**src/rtl/sobel_grad_stream_if.sv**
```systemverilog
// Column-in / gradient-out stream bundle for sobel_grad_stream.
// master = column producer and result consumer, slave = gradient engine.
interface sobel_grad_stream_if #(
  parameter int dataW = 8
);
  localparam int outW = dataW + 3;

  logic                   in_valid;
  logic                   in_ready;
  logic [3*dataW-1:0]     in_col;
  logic                   in_sol;
  logic                   in_eol;
  logic                   out_valid;
  logic                   out_ready;
  logic                   out_sol;
  logic                   out_eol;
  logic signed [outW-1:0] XEdge;
  logic signed [outW-1:0] YEdge;
  logic [outW-1:0]        Mag;

  modport master (
    output in_valid, in_col, in_sol, in_eol, out_ready,
    input  in_ready, out_valid, out_sol, out_eol, XEdge, YEdge, Mag
  );

  modport slave (
    input  in_valid, in_col, in_sol, in_eol, out_ready,
    output in_ready, out_valid, out_sol, out_eol, XEdge, YEdge, Mag
  );
endinterface

```
**src/rtl/sobel_grad_stream.sv**
```systemverilog
// Streaming 3x3 Sobel gradient engine: one column per beat, single output
// register with valid/ready, line framing and optional L1 magnitude.
module sobel_grad_stream #(
  parameter int dataW  = 8,
  parameter int imgW   = 640,
  parameter int MAG_EN = 1
) (
  input  logic              clk,
  input  logic              rst,
  sobel_grad_stream_if.slave s
);
  localparam int outW = dataW + 3;
  localparam int CW   = (imgW > 2) ? $clog2(imgW) : 2;

  logic [dataW-1:0]       p0, p1, p2;
  logic [dataW+1:0]       s_cur, s1, s2;
  logic signed [dataW:0]  d_cur, d1, d2;
  logic signed [outW-1:0] xe, ye;
  logic [outW-1:0]        ax, ay, mag_nxt;
  logic [CW-1:0]          cnt, idx;
  logic                   acc, produce;

  logic                   out_valid_q, out_sol_q, out_eol_q;
  logic signed [outW-1:0] xedge_q, yedge_q;
  logic [outW-1:0]        mag_q;

  assign p0 = s.in_col[0       +: dataW];
  assign p1 = s.in_col[dataW   +: dataW];
  assign p2 = s.in_col[2*dataW +: dataW];

  assign s.in_ready = !out_valid_q || s.out_ready;
  assign acc        = s.in_valid && s.in_ready;
  // A start-of-line column is always index 0, whatever the counter holds.
  assign idx        = s.in_sol ? '0 : cnt;
  assign produce    = acc && (idx >= CW'(2));

  always_comb begin
    s_cur   = (dataW+2)'(p0) + ((dataW+2)'(p1) << 1) + (dataW+2)'(p2);
    d_cur   = $signed({1'b0, p0}) - $signed({1'b0, p2});
    ye      = $signed(outW'(s_cur)) - $signed(outW'(s2));
    xe      = outW'(d_cur) + (outW'(d1) <<< 1) + outW'(d2);
    ax      = xe[outW-1] ? -xe : xe;
    ay      = ye[outW-1] ? -ye : ye;
    mag_nxt = (MAG_EN != 0) ? (ax + ay) : '0;
  end

  always_ff @(posedge clk) begin
    if (rst) begin
      s1          <= '0;
      s2          <= '0;
      d1          <= '0;
      d2          <= '0;
      cnt         <= '0;
      out_valid_q <= 1'b0;
      out_sol_q   <= 1'b0;
      out_eol_q   <= 1'b0;
      xedge_q     <= '0;
      yedge_q     <= '0;
      mag_q       <= '0;
    end else begin
      if (acc) begin
        s1 <= s_cur;
        s2 <= s1;
        d1 <= d_cur;
        d2 <= d1;
        if (s.in_sol)
          cnt <= CW'(1);
        else if (cnt == CW'(imgW - 1))
          cnt <= '0;
        else
          cnt <= cnt + CW'(1);
      end
      // A new result replaces a draining one in the same cycle.
      if (produce) begin
        out_valid_q <= 1'b1;
        xedge_q     <= xe;
        yedge_q     <= ye;
        mag_q       <= mag_nxt;
        out_sol_q   <= (idx == CW'(2));
        out_eol_q   <= s.in_eol;
      end else if (s.out_ready) begin
        out_valid_q <= 1'b0;
      end
    end
  end

  assign s.out_valid = out_valid_q;
  assign s.out_sol   = out_sol_q;
  assign s.out_eol   = out_eol_q;
  assign s.XEdge     = xedge_q;
  assign s.YEdge     = yedge_q;
  assign s.Mag       = mag_q;
endmodule
```
**src/flat_wrapper.sv**
```systemverilog
// flat-port wrapper written by rule: the top's interface ports become plain ports
module sobel_grad_stream_flat 
#(
  parameter int dataW  = 8,
  parameter int imgW   = 640,
  parameter int MAG_EN = 1
)
  (clk, rst, s_in_valid, s_in_col, s_in_sol, s_in_eol, s_out_ready, s_in_ready, s_out_valid, s_out_sol, s_out_eol, s_XEdge, s_YEdge, s_Mag);
  sobel_grad_stream_if #(.dataW(dataW)) s_i ();
  input  logic clk;
  input  logic rst;
  input wire logic [$bits(s_i.in_valid)-1:0] s_in_valid;
  input wire logic [$bits(s_i.in_col)-1:0] s_in_col;
  input wire logic [$bits(s_i.in_sol)-1:0] s_in_sol;
  input wire logic [$bits(s_i.in_eol)-1:0] s_in_eol;
  input wire logic [$bits(s_i.out_ready)-1:0] s_out_ready;
  output wire logic [$bits(s_i.in_ready)-1:0] s_in_ready;
  output wire logic [$bits(s_i.out_valid)-1:0] s_out_valid;
  output wire logic [$bits(s_i.out_sol)-1:0] s_out_sol;
  output wire logic [$bits(s_i.out_eol)-1:0] s_out_eol;
  output wire logic [$bits(s_i.XEdge)-1:0] s_XEdge;
  output wire logic [$bits(s_i.YEdge)-1:0] s_YEdge;
  output wire logic [$bits(s_i.Mag)-1:0] s_Mag;
  assign s_i.in_valid = s_in_valid;
  assign s_i.in_col = s_in_col;
  assign s_i.in_sol = s_in_sol;
  assign s_i.in_eol = s_in_eol;
  assign s_i.out_ready = s_out_ready;
  assign s_in_ready = s_i.in_ready;
  assign s_out_valid = s_i.out_valid;
  assign s_out_sol = s_i.out_sol;
  assign s_out_eol = s_i.out_eol;
  assign s_XEdge = s_i.XEdge;
  assign s_YEdge = s_i.YEdge;
  assign s_Mag = s_i.Mag;
  sobel_grad_stream #(.dataW(dataW), .imgW(imgW), .MAG_EN(MAG_EN)) u_core (.clk(clk), .rst(rst), .s(s_i));
endmodule
```
**config.mk**
```make
export PLATFORM = sky130hd
export DESIGN_NAME = sobel_grad_stream_flat
export DESIGN_NICKNAME = d
export VERILOG_FILES = /design/src/rtl/sobel_grad_stream_if.sv /design/src/rtl/sobel_grad_stream.sv /design/src/flat_wrapper.sv
export SDC_FILE = /design/constraint.sdc
export NUM_CORES = 1
export LEC_CHECK = 0
export CAP_MARGIN = 20
export CELL_PAD_IN_SITES_DETAIL_PLACEMENT = 0
export CELL_PAD_IN_SITES_GLOBAL_PLACEMENT = 2
export CORE_MARGIN = 1.5
export CORE_UTILIZATION = 36
export DETAILED_ROUTE_END_ITERATION = 8
export PLACE_DENSITY = 0.82
export SETUP_SLACK_MARGIN = 0.4
export SYNTH_ARGS = -nofsm -noshare
export SYNTH_HDL_FRONTEND = slang
export SYNTH_SLANG_ARGS = --single-unit
export TNS_END_PERCENT = 10
```
**constraint.sdc**
```tcl
create_clock -name clk -period 13.9 [get_ports clk]
set_clock_uncertainty 0.05 [all_clocks]
set_input_delay 2.085 -clock clk [delete_from_list [all_inputs] [get_ports clk]]
set_output_delay 2.085 -clock clk [all_outputs]
set_load 0.03 [all_outputs]
```
==> results.md <==
* CP Capture Type: register
* Ranking of synthesized cells by area: dfxtp_1 (30%), ha_1 (12%), nand2_1 (9.2%)
* Hold wc startpoint: u_core.s1[3]
* Sequential area share after synthesis at 0.299
* Final hold violations at 0
* FF/Latch Area at 1640 um^2
* Crit-path max FO at 8
* CP dominant cell by count: a21oi_1
* Setup ws final at 5.78 ns
* Crit-path max cell delay at 0.51 ns
* Largest area contributor in the netlist: dfxtp_1
* DIE AREA at 16000 um^2
* Setup Buffers After CTS at 0
* Number of synthesized register bits at 82
* Worst Setup Start Kind: input port
* Initial antenna violation count at 0
* 1st-iter DRT viols at 229
* Reg2reg path depth at 20
* Worst min-delay path category: reg2reg
* Starting Density at 0.373
* Die width at 126 um
* Fmax at 0.123 GHz
* Mapped cell area at 5480 um^2
* Critical path type: in2reg
* CTS root buffer: clkbuf_16
* Clock transition at path regs at 0.06 ns
* Area of the multi-input gates at 3570 um^2
* Status: finished, final reports clean
* Maxcap violations at 0
* Remaining antenna violation count at 0
* Port Buf Inserts at 66
* Most common cell in the netlist: nand2_1
* Synth async-reset ratio at 0
* Pwr per Cell Area at 193 nW/um^2
* Wire length per cell at 13.8 um
* Least-Margin Pin Slew at 0.800 ns
* Clock sink total at 82
* GR Overflow Total at 0
* FF-to-FF Start: u_core.d2[1]
* Ant diodes at 0
* Vias in the first global route at 4487
* Largest net degree at the start of global routing at 76
* CP max stage cell: fa_1
* Die height at 126 um
* Hold depth at 2
* Vias at 4600
* Post-Syn Nets at 781
* Global-route wire length before repair at 21800 um
* Worst EP arrival at 8.29 ns
* Via density at 4.97
* Post-synth cell types at 47
* Fin util at 0.449
* Max Slew Vio Count at 0
* Cell Area, Placed at 6320 um^2
* Top cells by count, synth: nand2_1 (135), a21oi_1 (85), dfxtp_1 (82)
* Slew HR at 0.467
* Final setup violation count at 0
* Minimum clock period at 8.12 ns
* CTS tree: yes
* Layout area overhead at 20.5%
* Rows at 44
* FILL cells at 1473
* R2r endpoint: u_core.s.Mag[9]
* Hpwl dp at 9850 um
* Worst VDD drop at 0.108 mV
* Most used DFF post-synth: dfxtp_1
* Hold Path End: u_core.s2[3]
* Detailed Route WL at 12800 um
* Final Power at 1.28 mW
* CP required at 14.07 ns
* Area fraction of the dominant cell type after synthesis at 0.299
* Core Area at 14700 um^2
* Total CTS buffers at 9
* Tcrit/Tclk final at 0.584
* Synth warn at 0
* Unrepaired setup endpoints after global routing: false
* I/O Pins at 67
* Post-synth EDFFs at 0
* Total negative setup slack at 0 ns
* GR Util All Layers at 0.169
* Resized cells post-CTS at 0
* Quantity of hold-fixing buffers added after cts at 0
* Final Wtd Congestion at 0.835
* Layout Nets at 839
* Static Leakage at 2.64 nW
* Avg Inst Size Synth at 8.07 um^2
* DR pass1 iterations at 4
* Post-Layout Inst Area at 6610 um^2
* H-tree depth reported by CTS at 3
* Post-synthesis cell count at 679
* DRC at 0
* Worst skew pair latency at 0.34 ns
* Share of layout cells above drive strength 1 at 0.0445
* CTS Buffer Depth at 2
* Pre-CTS setup slack at 5.44 ns
* R2R Setup Slk at 9.04 ns
==> layout by cell type, fill, tap and decap left out, drive strengths merged, types with 12 or more instances in the layout <==
master | netlist | routed
nand2 | 135 | 135
xor2 | 20 | 20
ha | 51 | 51
a21o | 13 | 13
xnor2 | 38 | 38
inv | 50 | 50
nor2 | 44 | 44
clkdlybuf4s50 | 0 | 65
dfxtp | 82 | 82
a21oi | 86 | 86
fa | 21 | 21
clkbuf | 21 | 12
o21ai | 24 | 24
==> cell families (layout without fill, tap and decap cells) <==
logic type | after synthesis | after routing | synth area share
DFF | 82 | 82 | 0.299
adders and majority gates | 72 | 72 | 0.193
and+or+nand+nor | 234 | 234 | 0.191
xor gates and xnor gates | 58 | 58 | 0.0927
AOI/OAI and AO/OA | 159 | 159 | 0.173
buffers and inverters | 74 | 136 | 0.0507
==> state kept, by name, indices dropped and copies added (netlist names), 9 cells and up <==
signal and cells:
u_core.cnt 10, u_core.s2 9, u_core.d2 9, u_core.d1 9, u_core.s.YEdge 11, u_core.s.Mag 11, u_core.s1 9, u_core.s.XEdge 11
==> worst max-delay path: cells and delay by family <==
| kind | cells | cell delay (ns) |
|---|---|---|
| AO/OA/AOI/OAI | 17 | 3.44 |
| adder cells (fa/ha/maj) | 5 | 1.72 |
| buffers and inverters | 2 | 0.54 |
| XOR/XNOR | 1 | 0.49 |
==> routing by layer <==
metal	track usage	vias to the layer above	part of all wire
li1	-	2389	-
met2	0.263	71	0.44
met1	0.234	2125	0.52
met3	0.0274	15	0.027
met4	0.0676	0	0.021
met5	0	-	0
==> worst max-delay path by stage <==
stage                 startpoint               to  depth (start not counted)
CTS                 s_in_col[16]  u_core.s.Mag[9]                         25
global route         s_in_col[0]  u_core.s.Mag[9]                         27
global placement     s_in_col[0]  u_core.s.Mag[9]                         27
detailed placement  s_in_col[16]  u_core.s.Mag[9]                         25
finish              s_in_col[16]  u_core.s.Mag[9]                         25
floorplan            s_in_col[0]  u_core.s.Mag[9]                         26
==> report_power, final <==
| group | switching (mW) | internal (mW) | total (mW) |
|---|---|---|---|
| Combinational | 0.445 | 0.341 | 0.786 |
| Sequential | 0.00846 | 0.248 | 0.256 |
| Clock | 0.0931 | 0.143 | 0.236 |
==> cell type report <==
type	instances	area share
multi-input combinational	523	0.540
clock inverter	3	0.00606
tap	184	0.0349
sequential	82	0.249
inverter	50	0.0284
timing repair buffer	71	0.105
clock buffer	12	0.0373
==> stage by stage <==
step | instances | hold slack, ns
2_1_floorplan | 679 | 0.382
3_3_place_gp | 910 | 0.386
3_5_place_dp | 910 | 0.393
4_1_cts | 925 | 0.401
5_1_grt | 925 | 0.423
6_report | 925 | 0.401
Power figures use the tool's default switching activity.
